===== config.mk =====
export PLATFORM = sky130hd
export DESIGN_NAME = mux_arb_nbit
export DESIGN_NICKNAME = d
export VERILOG_FILES = /design/src/rtl/mux_arb_nbit_pkg.sv /design/src/rtl/mux_arb_nbit_rr_arbiter.sv /design/src/rtl/mux_arb_nbit.sv
export SDC_FILE = /design/constraint.sdc
export NUM_CORES = 1
export LEC_CHECK = 0
export CELL_PAD_IN_SITES_DETAIL_PLACEMENT = 2
export CELL_PAD_IN_SITES_GLOBAL_PLACEMENT = 2
export CORE_MARGIN = 2
export CORE_UTILIZATION = 22
export DETAILED_ROUTE_END_ITERATION = 6
export PLACE_DENSITY = 0.8
export SLEW_MARGIN = 10
export SYNTH_ARGS = -nofsm -noshare
export SYNTH_HDL_FRONTEND = slang
export SYNTH_SLANG_ARGS = --single-unit

===== constraint.sdc =====
create_clock -name clk -period 4.04 [get_ports clk]
set_input_delay 1.01 -clock clk [delete_from_list [all_inputs] [get_ports clk]]
set_output_delay 1.01 -clock clk [all_outputs]
set_load 0.03 [all_outputs]

===== src/rtl/mux_arb_nbit_pkg.sv =====
// mux_pkg: shared constants for the arbitrating multiplexer.
//   MODE_RR / MODE_FIXED select the arbitration policy.
//   clog2() derives index widths from channel counts at elaboration.
package mux_pkg;

  localparam int MODE_RR    = 0;
  localparam int MODE_FIXED = 1;

  // Width needed to encode n distinct indices (n >= 2 gives >= 1).
  function automatic int clog2(input int n);
    int r;
    r = 0;
    for (int v = n - 1; v > 0; v = v >> 1) r++;
    return r;
  endfunction

endpackage


===== src/rtl/mux_arb_nbit_rr_arbiter.sv =====
// rr_arbiter: purely combinational N-way arbiter.
//   req     in  NCH   request vector
//   last    in  SELW  most recent grant (round-robin pointer, ignored in fixed mode)
//   en      in  1     grants are issued only when high
//   gnt     out NCH   one-hot-or-zero grant
//   gnt_idx out SELW  encoded index of the winner (valid when gnt != 0)
module rr_arbiter
  import mux_pkg::*;
#(
  parameter int NCH  = 4,
  parameter int MODE = MODE_RR,
  parameter int SELW = clog2(NCH)
) (
  input  logic [NCH-1:0]  req,
  input  logic [SELW-1:0] last,
  input  logic            en,
  output logic [NCH-1:0]  gnt,
  output logic [SELW-1:0] gnt_idx
);

  int              c;
  logic [SELW-1:0] ci;
  logic            found;

  // Walk the channels in search order and take the first requester.
  // Round-robin starts just after the last grant; fixed starts at 0.
  always_comb begin
    gnt     = '0;
    gnt_idx = '0;
    found   = 1'b0;
    c       = 0;
    ci      = '0;
    for (int k = 0; k < NCH; k++) begin
      c  = (MODE == MODE_FIXED) ? k : (int'(last) + 1 + k) % NCH;
      ci = c[SELW-1:0];
      if (!found && req[ci]) begin
        found   = 1'b1;
        gnt_idx = ci;
        gnt[ci] = en;
      end
    end
  end

endmodule


===== src/rtl/mux_arb_nbit.sv =====
// mux_arb_nbit: N-channel, W-bit arbitrating mux with a single-entry
// registered valid/ready output stage.
//   clk, rst_n          clock, synchronous active-low reset
//   in_data   in  NCH*WIDTH  channel i at [i*WIDTH +: WIDTH]
//   in_valid  in  NCH        channel offers a word
//   in_ready  out NCH        one-hot-or-zero grant (combinational)
//   out_data  out WIDTH      registered selected word
//   out_sel   out SELW       registered index of the supplying channel
//   out_valid out 1          output register holds a word
//   out_ready in  1          consumer takes out_data this edge
module mux_arb_nbit
  import mux_pkg::*;
#(
  parameter int WIDTH = 16,
  parameter int NCH   = 4,
  parameter int MODE  = MODE_RR,
  localparam int SELW = clog2(NCH)
) (
  input  logic                 clk,
  input  logic                 rst_n,
  input  logic [NCH*WIDTH-1:0] in_data,
  input  logic [NCH-1:0]       in_valid,
  output logic [NCH-1:0]       in_ready,
  output logic [WIDTH-1:0]     out_data,
  output logic [SELW-1:0]      out_sel,
  output logic                 out_valid,
  input  logic                 out_ready
);

  logic [WIDTH-1:0] data_q, data_d;
  logic [SELW-1:0]  sel_q, sel_d;
  logic             valid_q, valid_d;
  logic [SELW-1:0]  last_q, last_d;

  logic             free;
  logic [NCH-1:0]   gnt;
  logic [SELW-1:0]  gnt_idx;
  logic             accept;
  logic [WIDTH-1:0] sel_word;

  // Register can take a word if empty or being drained this edge.
  // Gating with rst_n keeps grants low throughout reset.
  assign free = !valid_q || out_ready;

  rr_arbiter #(.NCH(NCH), .MODE(MODE), .SELW(SELW)) u_arb (
    .req     (in_valid),
    .last    (last_q),
    .en      (free && rst_n),
    .gnt     (gnt),
    .gnt_idx (gnt_idx)
  );

  assign in_ready = gnt;
  assign accept   = |gnt;

  // AND-OR word select over the one-hot grant.
  always_comb begin
    sel_word = '0;
    for (int i = 0; i < NCH; i++)
      sel_word = sel_word | (in_data[i*WIDTH +: WIDTH] & {WIDTH{gnt[i]}});
  end

  always_comb begin
    data_d  = data_q;
    sel_d   = sel_q;
    valid_d = valid_q;
    last_d  = last_q;
    if (accept) begin
      data_d  = sel_word;
      sel_d   = gnt_idx;
      valid_d = 1'b1;
      if (MODE == MODE_RR) last_d = gnt_idx;
    end else if (free) begin
      // Drain with no refill: data/sel keep their last values.
      valid_d = 1'b0;
    end
  end

  always_ff @(posedge clk) begin
    if (!rst_n) begin
      data_q  <= '0;
      sel_q   <= '0;
      valid_q <= 1'b0;
      last_q  <= SELW'(NCH - 1);   // channel 0 first after reset
    end else begin
      data_q  <= data_d;
      sel_q   <= sel_d;
      valid_q <= valid_d;
      last_q  <= last_d;
    end
  end

  assign out_data  = data_q;
  assign out_sel   = sel_q;
  assign out_valid = valid_q;

endmodule


# Word level (Yosys, flattened, before mapping)
# Index checks and enable logic that the tools add are counted.
[totals] register_bits=21 elab_cells=71 in_bits=71
[classes] n_mux=32 n_reduce_logical=15 order_cmp=8 add_sub_neg=4 bitwise=8
[ops] cell="AND 16 bit" n=4
[ops] cell="bitwise OR 16 bit" n=3
[ops] cell="two-way mux 4 bit" n=4
[ops] cell="two-way mux 1 bit" n=13
[ops] cell="bitwise mux 4 bit" n=3
[ops] cell="less-than comparator 2 x 3 -> 1 bit, second input constant" n=4
[ops] cell="binary-select mux 1 bit (select 2 bit)" n=4
[ops] cell="demux 1 bit (select 2 bit)" n=4
[ops] cell="greater-or-equal comparator 2 x 1 -> 1 bit, second input constant" n=4
[ops] cell="logical AND 1 bit" n=8
[ops] cell="two-way mux 2 bit" n=4
[ops] cell="adder 2 x 1 -> 2 bit, second input constant" n=2
[ops] cell="adder 2 bit, second input constant" n=2
[ops] cell="AND 4 bit" n=1
[ops] cell="zero test 1 bit" n=4
[ops] cell="OR reduction 4 bit" n=1
[ops] cell="nonzero test 2 bit" n=1
[ops] cell="logical OR 1 bit" n=1

# Logic depth before layout (Yosys ltp)
[depth] ltp_word=17 depth_mapped=11

# Hierarchy
# A second synthesis with hierarchy kept.
[hier_totals] cells_unflattened=171 area_unflattened_um2=1475.2
[modules_own_cells] mod="mux_arb_nbit" cells_per_inst=114 n_inst=1 area_each_um2=1019.7
[modules_own_cells] mod="rr_arbiter" cells_per_inst=57 n_inst=1 area_each_um2=455.4

# Least setup slack after synthesis
# No wires, ideal clock.
[synth_path] kind="flip-flop to output port" startpoint="reg last_q[0]" endpoint="out in_ready[0]" path_stages_with_launch=9 required_ps=3030 t_arrival_ps=3035 path_slack_ps=-5 path_cell_list="dfxtp_1 buf_4 inv_1 ha_1 mux4_2 buf_2 nor2b_1 o32ai_1 clkbuf_1"
[synth_between] elab_chain_len=13 word_cells_on_any_way=49 classes_between="add/sub: 4; order compare: 8; mux: 26; bitwise: 1; reduce/logical: 10"
[synth_rtl] element="from (decl)" line="mux_arb_nbit.sv:33" rtl="logic [SELW-1:0] last_q, last_d;"
[synth_rtl] element="from (signal assigned)" line="mux_arb_nbit.sv:84" rtl="last_q <= SELW'(NCH - 1);"
[synth_rtl] element="from (signal assigned)" line="mux_arb_nbit.sv:89" rtl="last_q <= last_d;"
[synth_rtl] element="adder 2 x 1 -> 2 bit *" line="mux_arb_nbit_rr_arbiter.sv:34" rtl="c = (MODE == MODE_FIXED) ? k : (int'(last) + 1 + k) % NCH;"
[synth_rtl] element="parallel branches: the longest is 11 deep, another holds less-than comparator 2 x 3 -> 1 bit"
[synth_rtl] element="two-way mux 4 bit *" line="mux_arb_nbit_rr_arbiter.sv:36" rtl="if (!found && req[ci]) begin"
[synth_rtl] element="to (decl)" line="mux_arb_nbit.sv:23" rtl="output logic [NCH-1:0] in_ready,"
# Mark *: on every way between the ends. The select of a mux whose other input is x is not followed.

# Worst setup path in the final report
[layout_path] startpoint="in in_valid[0]" endpoint="out in_ready[1]"
[layout_between] elab_chain_len=12 word_cells_on_any_way=24 classes_between="mux: 18; reduce/logical: 6"
[layout_rtl] element="from (decl)" line="mux_arb_nbit.sv:22" rtl="input logic [NCH-1:0] in_valid,"
[layout_rtl] element="binary-select mux 1 bit (select 2 bit)" line="mux_arb_nbit_rr_arbiter.sv:36"
[layout_rtl] element="two-way mux 1 bit (implied by the code)" line="mux_arb_nbit_rr_arbiter.sv:36"
[layout_rtl] element="two-way mux 1 bit" line="mux_arb_nbit_rr_arbiter.sv:36"
[layout_rtl] element="zero test 1 bit" line="mux_arb_nbit_rr_arbiter.sv:36"
[layout_rtl] element="logical AND 1 bit" line="mux_arb_nbit_rr_arbiter.sv:36"
[layout_rtl] element="two-way mux 1 bit" line="mux_arb_nbit_rr_arbiter.sv:36"
[layout_rtl] element="zero test 1 bit" line="mux_arb_nbit_rr_arbiter.sv:36"
[layout_rtl] element="logical AND 1 bit" line="mux_arb_nbit_rr_arbiter.sv:36"
[layout_rtl] element="two-way mux 1 bit" line="mux_arb_nbit_rr_arbiter.sv:36"
[layout_rtl] element="zero test 1 bit" line="mux_arb_nbit_rr_arbiter.sv:36"
[layout_rtl] element="logical AND 1 bit" line="mux_arb_nbit_rr_arbiter.sv:36"
[layout_rtl] element="two-way mux 4 bit *" line="mux_arb_nbit_rr_arbiter.sv:36"
# Every way passes the cells marked *; elsewhere a longest branch is shown, timed or not. The select of a mux whose other input is x is not followed.

==> reports/qor.yml <==
synth_mux_area_frac: 0.0669
cp_data_required_time_ns: 3.03
fmax_ghz: 0.252
ant_nets: 0
hold_depth: 2
timing.final.crit_share: 0.981
cp_num_buf_inv: 2
timing.final.ws_setup_ns: 0.0784
cts_max_level: 1
fp-row-count: 32
rsz0062_at_grt: "no"
cp-start-kind: "primary input"
syn_area_per_cell_um2: 8.67
synth_enable_flop_cells: 0
post-route-drc-count: 0
dp_hpwl_um: 6000
reg2reg_to: "out_sel[1]"
syn2layout_area_growth_pct: 65.0
root_buffer: "clkbuf_8"
portBuffers: 93
finalMaxSlewViolations: 0
tightestPinTransition_ns: 0.647
hold_path_end: "out_sel[0]"
antenna_found_initial: 0
worst-setup-path-type: "primary input to output pin"
synthCells: 207
die_h_um: 94.3
antenna_cells: 0
dieArea_mm2: 0.00889
reg2regPathDepth: 9
hold_start: "out_sel[0]"
synth-xor-area-share: 0
grt_pass1_wl_um: 12000
synth_compound_area_frac: 0.406
ys_types: 48
start_util: 0.230
grt_max_degree: 34
path_clk_slew_ns: 0.09
slowest_stage: "mux4_2"
crit_fanout: 9
slew_headroom: 0.558
grt-ovfl-total: 0
clockBufferDepth: 2
clk_latency_ns: 0.27
post_dp_cell_area_mm2: 0.00290
synth-simple-area-share: 0.174
hp-class: "flop to flop"
final.setup.tns_ns: 0
via_count: 2209
place.gp.congestion: 0.828
rr_startpoint: "last_q[1]"
wirelength_um: 7910
design_area_mm2: 0.00296
synth_seq_area_share: 0.234
boundaryPins: 94
final_layout_size_suffix_gt1_frac: 0.140
critPathMaxStageDelay_ns: 0.61
die_w_um: 94.3
ys_async_sr_fraction: 0
status: "completed"
crit_chain: "clkdlybuf4s50_1 > mux4_2 > a311oi_1 > o22ai_2 > buf_4"
yosysWarnings: 0
grt_pass1_vias: 2307
grt_usage: 0.172
fin_crit_ns: 3.96
maxCapViolations: 0
worst_path_dominant_cell_family: "buffers and inverters"
total_leakage_power_nw: 1.07
cts_tree: "done"
vias_per_cell: 5.48
drt_iter0_markers: 98
fin_skew_ns: 0.00701
cp.arrival_ns: 2.95
wire_per_inst_um: 19.6
cts_made_buffers: 3
whs_ns: 0.483
netlist_area_mm2: 0.00179
fin_nets: 381
setup_viol: 0
power_density_mw_per_mm2: 649
synth_adder_area_share: 0.0558
final_cells: 403
hold_viol_final: 0
fillers: 862
fp.coreArea_mm2: 0.00781
firstDrtPassIters: 6
placedCellCount: 399
clock-sinks: 21
reg2reg_slack_ns: 0.53
dp_slack_ns: -0.00442
synth-seq-cells: 21
syn-num-nets: 286
ir_worst_vdd_mv: 0.233
synth_ff_type: "dfxtp_1"
synth_top_family_by_area: "compound AO/OA/AOI/OAI gates"
critPathCaptureType: "output pin"
[what timing repair did]
item,4_1_cts,5_1_grt
hold buffers,0,0
endpoints found under the setup margin,0,3
buffers inserted,0,0
resized for setup,0,3
[metal layers]
layer,wire [µm],part of all wire,up-vias,GRT usage
met2,4060,0.51,62,0.310
met5,0,0,-,0
met4,75,0.0095,0,0.0290
met1,3470,0.44,1106,0.220
li1,-,-,1035,-
met3,309,0.039,6,0.0233
[synthesized netlist by cell type, types with 5 or more instances]
cell type  count  area, µm²
ha_1           8        100
nand2_1        7       26.3
dfxtp_1       21        420
o41ai_1       16        140
a31oi_1       16        100
nand3b_1      16        120
a22oi_1       32        240
a21oi_1        5       25.0
nor2_1         9       33.8
clkbuf_1      12       45.0
mux2i_1        5       50.1
inv_1          7       26.3
[cells in the final DEF, fill, tap and decap left out, drive strengths merged, types with 2 or more instances in the layout]
master / instances
a221oi: 2
mux2i: 6
inv: 7
mux4: 2
and3: 2
nor2: 9
o41ai: 16
clkdlybuf4s50: 89
a21oi: 5
nor2b: 3
o22ai: 4
o21ai: 4
nand2: 8
ha: 8
a211oi: 2
buf: 20
o21a: 2
or3b: 2
dfxtp: 21
clkbuf: 3
nor3: 2
nand3b: 16
nand2b: 2
a22oi: 32
a31oi: 17
[kinds of logic (layout without fill, tap and decap cells)]
group,after synthesis,count (layout)
AOI/OAI and AO/OA,94,94
and+or+nand+nor,49,49
buffers and inverters,26,120
DFF,21,21
muxes,9,9
adders and majority gates,8,8
[final cells by class]
| cell class | count | area (µm²) | area share |
|---|---|---|---|
| multi-input combinational | 160 | 1300 | 0.439 |
| timing repair buffer | 109 | 1040 | 0.352 |
| sequential | 21 | 420 | 0.142 |
| tap | 102 | 128 | 0.0431 |
| clock buffer | 3 | 41.3 | 0.0139 |
| inverter | 7 | 26.3 | 0.00888 |
| clock inverter | 1 | 5.00 | 0.00169 |
[state kept, by name, indices dropped and copies added, names as in the netlist]
| signal | count |
|---|---|
| last_q | 2 |
| out_sel | 2 |
| out_data | 16 |
| out_valid | 1 |
[worst max-delay path by stage]
stage / startpoint / to / slack [ns] / cells after the start
after floorplan: last_q[0] / in_ready[3] / 0.11 / 9
after global placement: in_valid[3] / in_ready[0] / 0.06 / 6
after detailed placement: in_valid[0] / out_sel[1] / -0.004 / 8
after CTS: in_valid[0] / in_ready[0] / 0.01 / 6
after global routing: in_valid[0] / in_ready[1] / 0.002 / 5
final: in_valid[0] / in_ready[1] / 0.08 / 5
[per-stage QoR]
| step | power, mW | util |
|---|---|---|
| global placement | 1.72 | 0.372 |
| detailed placement | 1.77 | 0.372 |
| finish | 1.92 | 0.379 |
| CTS | 1.93 | 0.378 |
| global route | 2.06 | 0.379 |
| floorplan | 1.26 | - |
[tightest hold or removal path: stages, from the launching register on]
cell and delay [ns]:
dfxtp_1 0.32, nand2_1 0.06, mux2i_1 0.06
[power by group]
part,internal [mW],switching [mW]
Combinational,0.600,0.851
Clock,0.0689,0.0769
Sequential,0.285,0.0398
Total,0.953,0.968
(Power assumes the default switching activity.)
